--- src/rtl/mem_stage_access_if.sv ---
// Data-memory (dcache) request/response bundle between the MEM stage and the dcache.
// master: the MEM stage issuing requests. slave: the data memory answering them.
interface mem_stage_access_if;
  logic        dmem_read;
  logic        dmem_write;
  logic [31:0] dmem_address;
  logic [3:0]  dmem_byte_enable;
  logic [31:0] dmem_wdata;
  logic [31:0] dmem_rdata;
  logic        dmem_resp;

  modport master (
    output dmem_read, dmem_write, dmem_address, dmem_byte_enable, dmem_wdata,
    input  dmem_rdata, dmem_resp
  );

  modport slave (
    input  dmem_read, dmem_write, dmem_address, dmem_byte_enable, dmem_wdata,
    output dmem_rdata, dmem_resp
  );
endinterface

--- src/rtl/mem_stage_access.sv ---
// MEM-stage data-memory access: issues dcache requests, builds byte enables and
// lane-replicated store data, extends load data, and stalls the pipeline until
// the access completes.
//
// state | meaning
// IDLE  | no access outstanding; a new legal access is requested combinationally
// BUSY  | request issued, waiting for dmem_resp
// HOLD  | access done but pipeline frozen by ext_stall; do not reissue
module mem_stage_access #(
  parameter int width = 32
) (
  input  logic             clk,
  input  logic             rst,
  input  logic             MEM_mem_read,
  input  logic             MEM_mem_write,
  input  logic [2:0]       MEM_funct3,
  input  logic [width-1:0] MEM_aluout,
  input  logic [width-1:0] MEM_rs2,
  input  logic             ext_stall,
  mem_stage_access_if.master dmem,
  output logic [width-1:0] MEM_rdata,
  output logic             mem_stall,
  output logic             misaligned
);

  typedef enum logic [1:0] {IDLE, BUSY, HOLD} state_t;

  state_t      state_q;
  logic [31:0] rdata_q;

  logic        is_load, is_store, access;
  logic        legal, aligned, req;
  logic        issue, resp_acc;
  logic [1:0]  offset;
  logic [31:0] raw;
  logic [7:0]  byte_sel;
  logic [15:0] half_sel;

  // A simultaneous read+write is treated as a load; the write is dropped.
  assign is_load  = MEM_mem_read;
  assign is_store = MEM_mem_write & ~MEM_mem_read;
  assign access   = MEM_mem_read | MEM_mem_write;
  assign offset   = MEM_aluout[1:0];

  // Legality of funct3 for the access kind and natural alignment of the size.
  always_comb begin
    legal   = 1'b0;
    aligned = 1'b1;
    case (MEM_funct3)
      3'b000, 3'b001, 3'b010: legal = is_load | is_store;
      3'b100, 3'b101:         legal = is_load;
      default:                legal = 1'b0;
    endcase
    case (MEM_funct3[1:0])
      2'b01:   aligned = ~offset[0];
      2'b10:   aligned = (offset == 2'b00);
      default: aligned = 1'b1;
    endcase
  end

  assign req        = access & legal & aligned;
  assign misaligned = access & ~(legal & aligned);

  // Requests are gated by reset so they drop the instant reset asserts, and
  // never reissued once the access has completed (HOLD).
  assign issue    = req & ~rst & (state_q != HOLD);
  assign resp_acc = issue & dmem.dmem_resp;

  assign dmem.dmem_read    = issue & is_load;
  assign dmem.dmem_write   = issue & is_store;
  assign dmem.dmem_address = {MEM_aluout[31:2], 2'b00};
  assign mem_stall         = issue & ~dmem.dmem_resp;

  // Byte enables and store lane replication by access size and offset.
  always_comb begin
    dmem.dmem_byte_enable = 4'b0000;
    case (MEM_funct3[1:0])
      2'b00:   dmem.dmem_wdata = {4{MEM_rs2[7:0]}};
      2'b01:   dmem.dmem_wdata = {2{MEM_rs2[15:0]}};
      default: dmem.dmem_wdata = MEM_rs2;
    endcase
    if (dmem.dmem_write) begin
      case (MEM_funct3[1:0])
        2'b00:   dmem.dmem_byte_enable = 4'b0001 << offset;
        2'b01:   dmem.dmem_byte_enable = 4'b0011 << offset;
        default: dmem.dmem_byte_enable = 4'b1111;
      endcase
    end
  end

  // Load data: live response in the completion cycle, captured word afterwards.
  assign raw      = resp_acc ? dmem.dmem_rdata : rdata_q;
  assign half_sel = offset[1] ? raw[31:16] : raw[15:0];

  always_comb begin
    case (offset)
      2'b00:   byte_sel = raw[7:0];
      2'b01:   byte_sel = raw[15:8];
      2'b10:   byte_sel = raw[23:16];
      default: byte_sel = raw[31:24];
    endcase
  end

  // Sign/zero extension of the selected lane; zero when not a legal load.
  always_comb begin
    MEM_rdata = '0;
    if (req & is_load) begin
      case (MEM_funct3)
        3'b000:  MEM_rdata = {{24{byte_sel[7]}}, byte_sel};
        3'b100:  MEM_rdata = {24'h0, byte_sel};
        3'b001:  MEM_rdata = {{16{half_sel[15]}}, half_sel};
        3'b101:  MEM_rdata = {16'h0, half_sel};
        3'b010:  MEM_rdata = raw;
        default: MEM_rdata = '0;
      endcase
    end
  end

  // Access sequencing and read-data capture.
  always_ff @(posedge clk or posedge rst) begin
    if (rst) begin
      state_q <= IDLE;
      rdata_q <= '0;
    end else begin
      if (resp_acc) rdata_q <= dmem.dmem_rdata;
      case (state_q)
        IDLE: begin
          if (req) begin
            if (!dmem.dmem_resp)  state_q <= BUSY;
            else if (ext_stall)   state_q <= HOLD;
          end
        end
        BUSY: begin
          if (!req)                 state_q <= IDLE;
          else if (dmem.dmem_resp)  state_q <= ext_stall ? HOLD : IDLE;
        end
        HOLD: begin
          if (!ext_stall) state_q <= IDLE;
        end
        default: state_q <= IDLE;
      endcase
    end
  end

endmodule

--- src/flat_wrapper.sv ---
// flat-port wrapper written by rule: the top's interface ports become plain ports
module mem_stage_access_flat 
#(
  parameter int width = 32
)
  (clk, rst, MEM_mem_read, MEM_mem_write, MEM_funct3, MEM_aluout, MEM_rs2, ext_stall, MEM_rdata, mem_stall, misaligned, dmem_dmem_read, dmem_dmem_write, dmem_dmem_address, dmem_dmem_byte_enable, dmem_dmem_wdata, dmem_dmem_rdata, dmem_dmem_resp);
  mem_stage_access_if dmem_i ();
  input  logic clk;
  input  logic rst;
  input  logic MEM_mem_read;
  input  logic MEM_mem_write;
  input  logic [2:0] MEM_funct3;
  input  logic [width-1:0] MEM_aluout;
  input  logic [width-1:0] MEM_rs2;
  input  logic ext_stall;
  output logic [width-1:0] MEM_rdata;
  output logic mem_stall;
  output logic misaligned;
  output wire logic [$bits(dmem_i.dmem_read)-1:0] dmem_dmem_read;
  output wire logic [$bits(dmem_i.dmem_write)-1:0] dmem_dmem_write;
  output wire logic [$bits(dmem_i.dmem_address)-1:0] dmem_dmem_address;
  output wire logic [$bits(dmem_i.dmem_byte_enable)-1:0] dmem_dmem_byte_enable;
  output wire logic [$bits(dmem_i.dmem_wdata)-1:0] dmem_dmem_wdata;
  input wire logic [$bits(dmem_i.dmem_rdata)-1:0] dmem_dmem_rdata;
  input wire logic [$bits(dmem_i.dmem_resp)-1:0] dmem_dmem_resp;
  assign dmem_dmem_read = dmem_i.dmem_read;
  assign dmem_dmem_write = dmem_i.dmem_write;
  assign dmem_dmem_address = dmem_i.dmem_address;
  assign dmem_dmem_byte_enable = dmem_i.dmem_byte_enable;
  assign dmem_dmem_wdata = dmem_i.dmem_wdata;
  assign dmem_i.dmem_rdata = dmem_dmem_rdata;
  assign dmem_i.dmem_resp = dmem_dmem_resp;
  mem_stage_access #(.width(width)) u_core (.clk(clk), .rst(rst), .MEM_mem_read(MEM_mem_read), .MEM_mem_write(MEM_mem_write), .MEM_funct3(MEM_funct3), .MEM_aluout(MEM_aluout), .MEM_rs2(MEM_rs2), .ext_stall(ext_stall), .dmem(dmem_i), .MEM_rdata(MEM_rdata), .mem_stall(mem_stall), .misaligned(misaligned));
endmodule
--- config.mk ---
export PLATFORM = sky130hd
export DESIGN_NAME = mem_stage_access_flat
export DESIGN_NICKNAME = d
export VERILOG_FILES = /design/src/rtl/mem_stage_access_if.sv /design/src/rtl/mem_stage_access.sv /design/src/flat_wrapper.sv
export SDC_FILE = /design/constraint.sdc
export NUM_CORES = 1
export LEC_CHECK = 0
export ABC_AREA = 1
export ABC_CLOCK_PERIOD_IN_PS = 2600
export CORE_UTILIZATION = 34
export DETAILED_ROUTE_END_ITERATION = 10
export PLACE_DENSITY = 0.8
export SETUP_SLACK_MARGIN = 0.1
export SYNTH_ARGS = -nofsm -noshare
export SYNTH_HDL_FRONTEND = slang
export SYNTH_SLANG_ARGS = --single-unit
--- constraint.sdc ---
create_clock -name clk -period 2.6 [get_ports clk]
set_clock_uncertainty 0.2 [all_clocks]
set_input_delay 0.39 -clock clk [delete_from_list [all_inputs] [get_ports clk]]
set_output_delay 0.39 -clock clk [all_outputs]
set_load 0.02 [all_outputs]
==> impl_metrics.tcl <==
set metrics [dict create \
    die_x_um 100 \
    min_path_type "input pin to async pin" \
    vias 4215 \
    setup_tns_ns -9.11 \
    ys_seq_elements 34 \
    place_congestion 0.956 \
    cts_root_buf "clkbuf_8" \
    grt_pass1_wl_um 20500 \
    async_flop_share 1.00 \
    fin_crit_ns 2.92 \
    cp-start-kind "input pin" \
    finalHoldViolCount 0 \
    final_antenna_net_count 0 \
    first_pass_iters 5 \
    slowest_delay_ns 0.23 \
    cp.buffers_inverters 6 \
    layout_common_cells "nand2_1, inv_1, clkdlybuf4s50_1" \
    n_antenna_cell 0 \
    outcome "complete, but fails checks" \
    cts_buffer_depth 2 \
    layout_setup_ws_ns -0.324 \
    cp_data_arrival_time_ns 2.33 \
    endpoint_kind "output port" \
    grt_use_total 0.263 \
    slew_violations 0 \
    hpwlAfterDp_um 9590 \
    power_leakage_nw 2.96 \
    grt_start_max_net_pins 37 \
    syn_inst 535 \
    rsz0062_at_grt "yes" \
    ir_drop_mv 0.293 \
    coreArea_um2 9280 \
    numPortBuffers 146 \
    yosysTopAreaCellShare 0.259 \
    area_growth_pct 81.2 \
    ys_types 28 \
    setup-violations-final 32 \
    final_common_cell "nand2_1" \
    path_max_fanout 6 \
    wl_um 13800 \
    place_area_um2 5270 \
    drt_iter0_markers 296 \
    grt-ovfl-total 0 \
    nets 814 \
    via_per_inst 5.05 \
    final_util 0.640 \
    die_area_um2 10000 \
    h-tree-depth 2 \
    crit_type "input pin to output port" \
    ys_top_cells_by_area "dfrtp_1, nand2_1, inv_1, buf_4, o21ai_0" \
    grt_pass1_vias 4180 \
    fillers 755 \
    drcViolationCount 0 \
    post_drt_wl_per_cell_um 16.5 \
    synth_edf_count 0 \
    cts_sinks 34 \
    multi_input_area_um2 2220 \
    clk_pin_slew_ns 0.06 \
    synth_top_cell_by_area "dfrtp_1" \
    cts_tree "yes" \
    clock_latency_ns 0.28 \
    worstPathRequired_ns 2.01 \
    violations "negative setup slack" \
    avgSynthCellArea_um2 6.13 \
    design_area_um2 5940 \
    hold_buffers 0 \
    synth_ff_type "dfrtp_1" \
    cts_buffers 5 \
    drive_above_1_share 0.340 \
    maxCapViolations 0 \
    whs_ns 0.192 \
    start_util 0.353 \
    power.density_nw_per_um2 490 \
    ios 209 \
    crit_chain "buf_8 > inv_8 > ha_4 > inv_4 > nand2_4 > nand3_4 > nand2_4 > nand4_4 > nand2_2 > nand3_2 > nand2_1 > inv_1 > nand2_2 > nand3_4 > buf_16 > a21oi_4 > buf_6" \
    area.sequential_um2 851 \
    ys_seq_area_frac 0.259 \
    clock.fmax_mhz 342 \
    die_y_um 100 \
    p_total_mw 2.91 \
    antenna_found_initial 0 \
    synth_area_um2 3280 \
    timing.final.crit_share 1.12 \
    yosys_warnings 0 \
    slowest_stage "buf_16" \
    critPathTopFamily "simple AND/OR/NAND/NOR gates" \
    rows 35 \
]
## flip-flops by register name, summed over array words and instances, names as in the netlist
register        count
u_core.state_q      2
u_core.rdata_q     32
## cell usage after synthesis, types with 8 or more instances
library cell	number
buf_4	41
nand3_1	30
nor2_1	19
a21oi_1	24
nand2_1	192
a21oi_2	10
inv_1	85
clkbuf_1	16
dfrtp_1	34
o22ai_1	8
o21ai_0	38
o211ai_1	10
## logic make-up after synthesis
| kind of cell | share of synthesized area |
|---|---|
| AND/OR/NAND/NOR | 0.332 |
| buffers and inverters | 0.232 |
| AO/OA/AOI/OAI | 0.164 |
| flip-flops | 0.259 |
| adder cells (fa/ha/maj) | 0.0114 |
| other | 0.00114 |
## routing by layer
layer / vias up / share of wire / GRT usage / wire (um)
met2: 238 / 0.51 / 0.488 / 7030
met5: - / 0 / 0 / 0
li1: 1963 / - / - / -
met1: 1958 / 0.36 / 0.278 / 5010
met4: 0 / 0.046 / 0.134 / 629
met3: 56 / 0.079 / 0.0557 / 1090
## worst min-delay path: stages
cell and delay, ns:
dlygate4sd2_1 0.26, inv_1 0.07, buf_4 0.39
## stage by stage
step | instances | setup WS [ns]
2_1_floorplan | 536 | -0.0691
3_3_place_gp | 808 | -1.15
3_5_place_dp | 808 | -1.19
4_1_cts | 827 | -0.365
5_1_grt | 835 | -0.479
6_report | 835 | -0.324
## where the power goes
group	internal, mW	total (mW)	switching (mW)
combinational	0.732	1.69	0.960
sequential	0.761	0.840	0.0795
clock	0.185	0.381	0.196
## area by class of cell
class	count	share of cell area
clock buffer	7	0.0128
inverter	86	0.0573
multi-input combinational	351	0.374
sequential	34	0.143
tap	129	0.0272
timing repair buffer	228	0.386
## worst paths after layout
check / from / end / slack [ns] / cells past startpoint
max: MEM_funct3[1] / MEM_rdata[17] / -0.32 / 17
min: rst / u_core.state_q[0] / 0.19 / 3
max reg2reg: u_core.state_q[1] / u_core.rdata_q[6] / 0.64 / 12
min reg2reg: u_core.rdata_q[18] / u_core.rdata_q[18] / 0.29 / 2
max in group asynchronous: rst / u_core.rdata_q[6] / 1.68 / 3
min in group clk: u_core.rdata_q[18] / u_core.rdata_q[18] / 0.29 / 2
## timing repair
| item | 4_1_cts | 5_1_grt |
|---|---|---|
| buffers inserted | 7 | 8 |
| resized for setup | 282 | 85 |
| cloned | 5 | 1 |
| setup endpoints to repair | 65 | 44 |
| pin swaps | 21 | 47 |
Power figures use the tool's default switching activity.
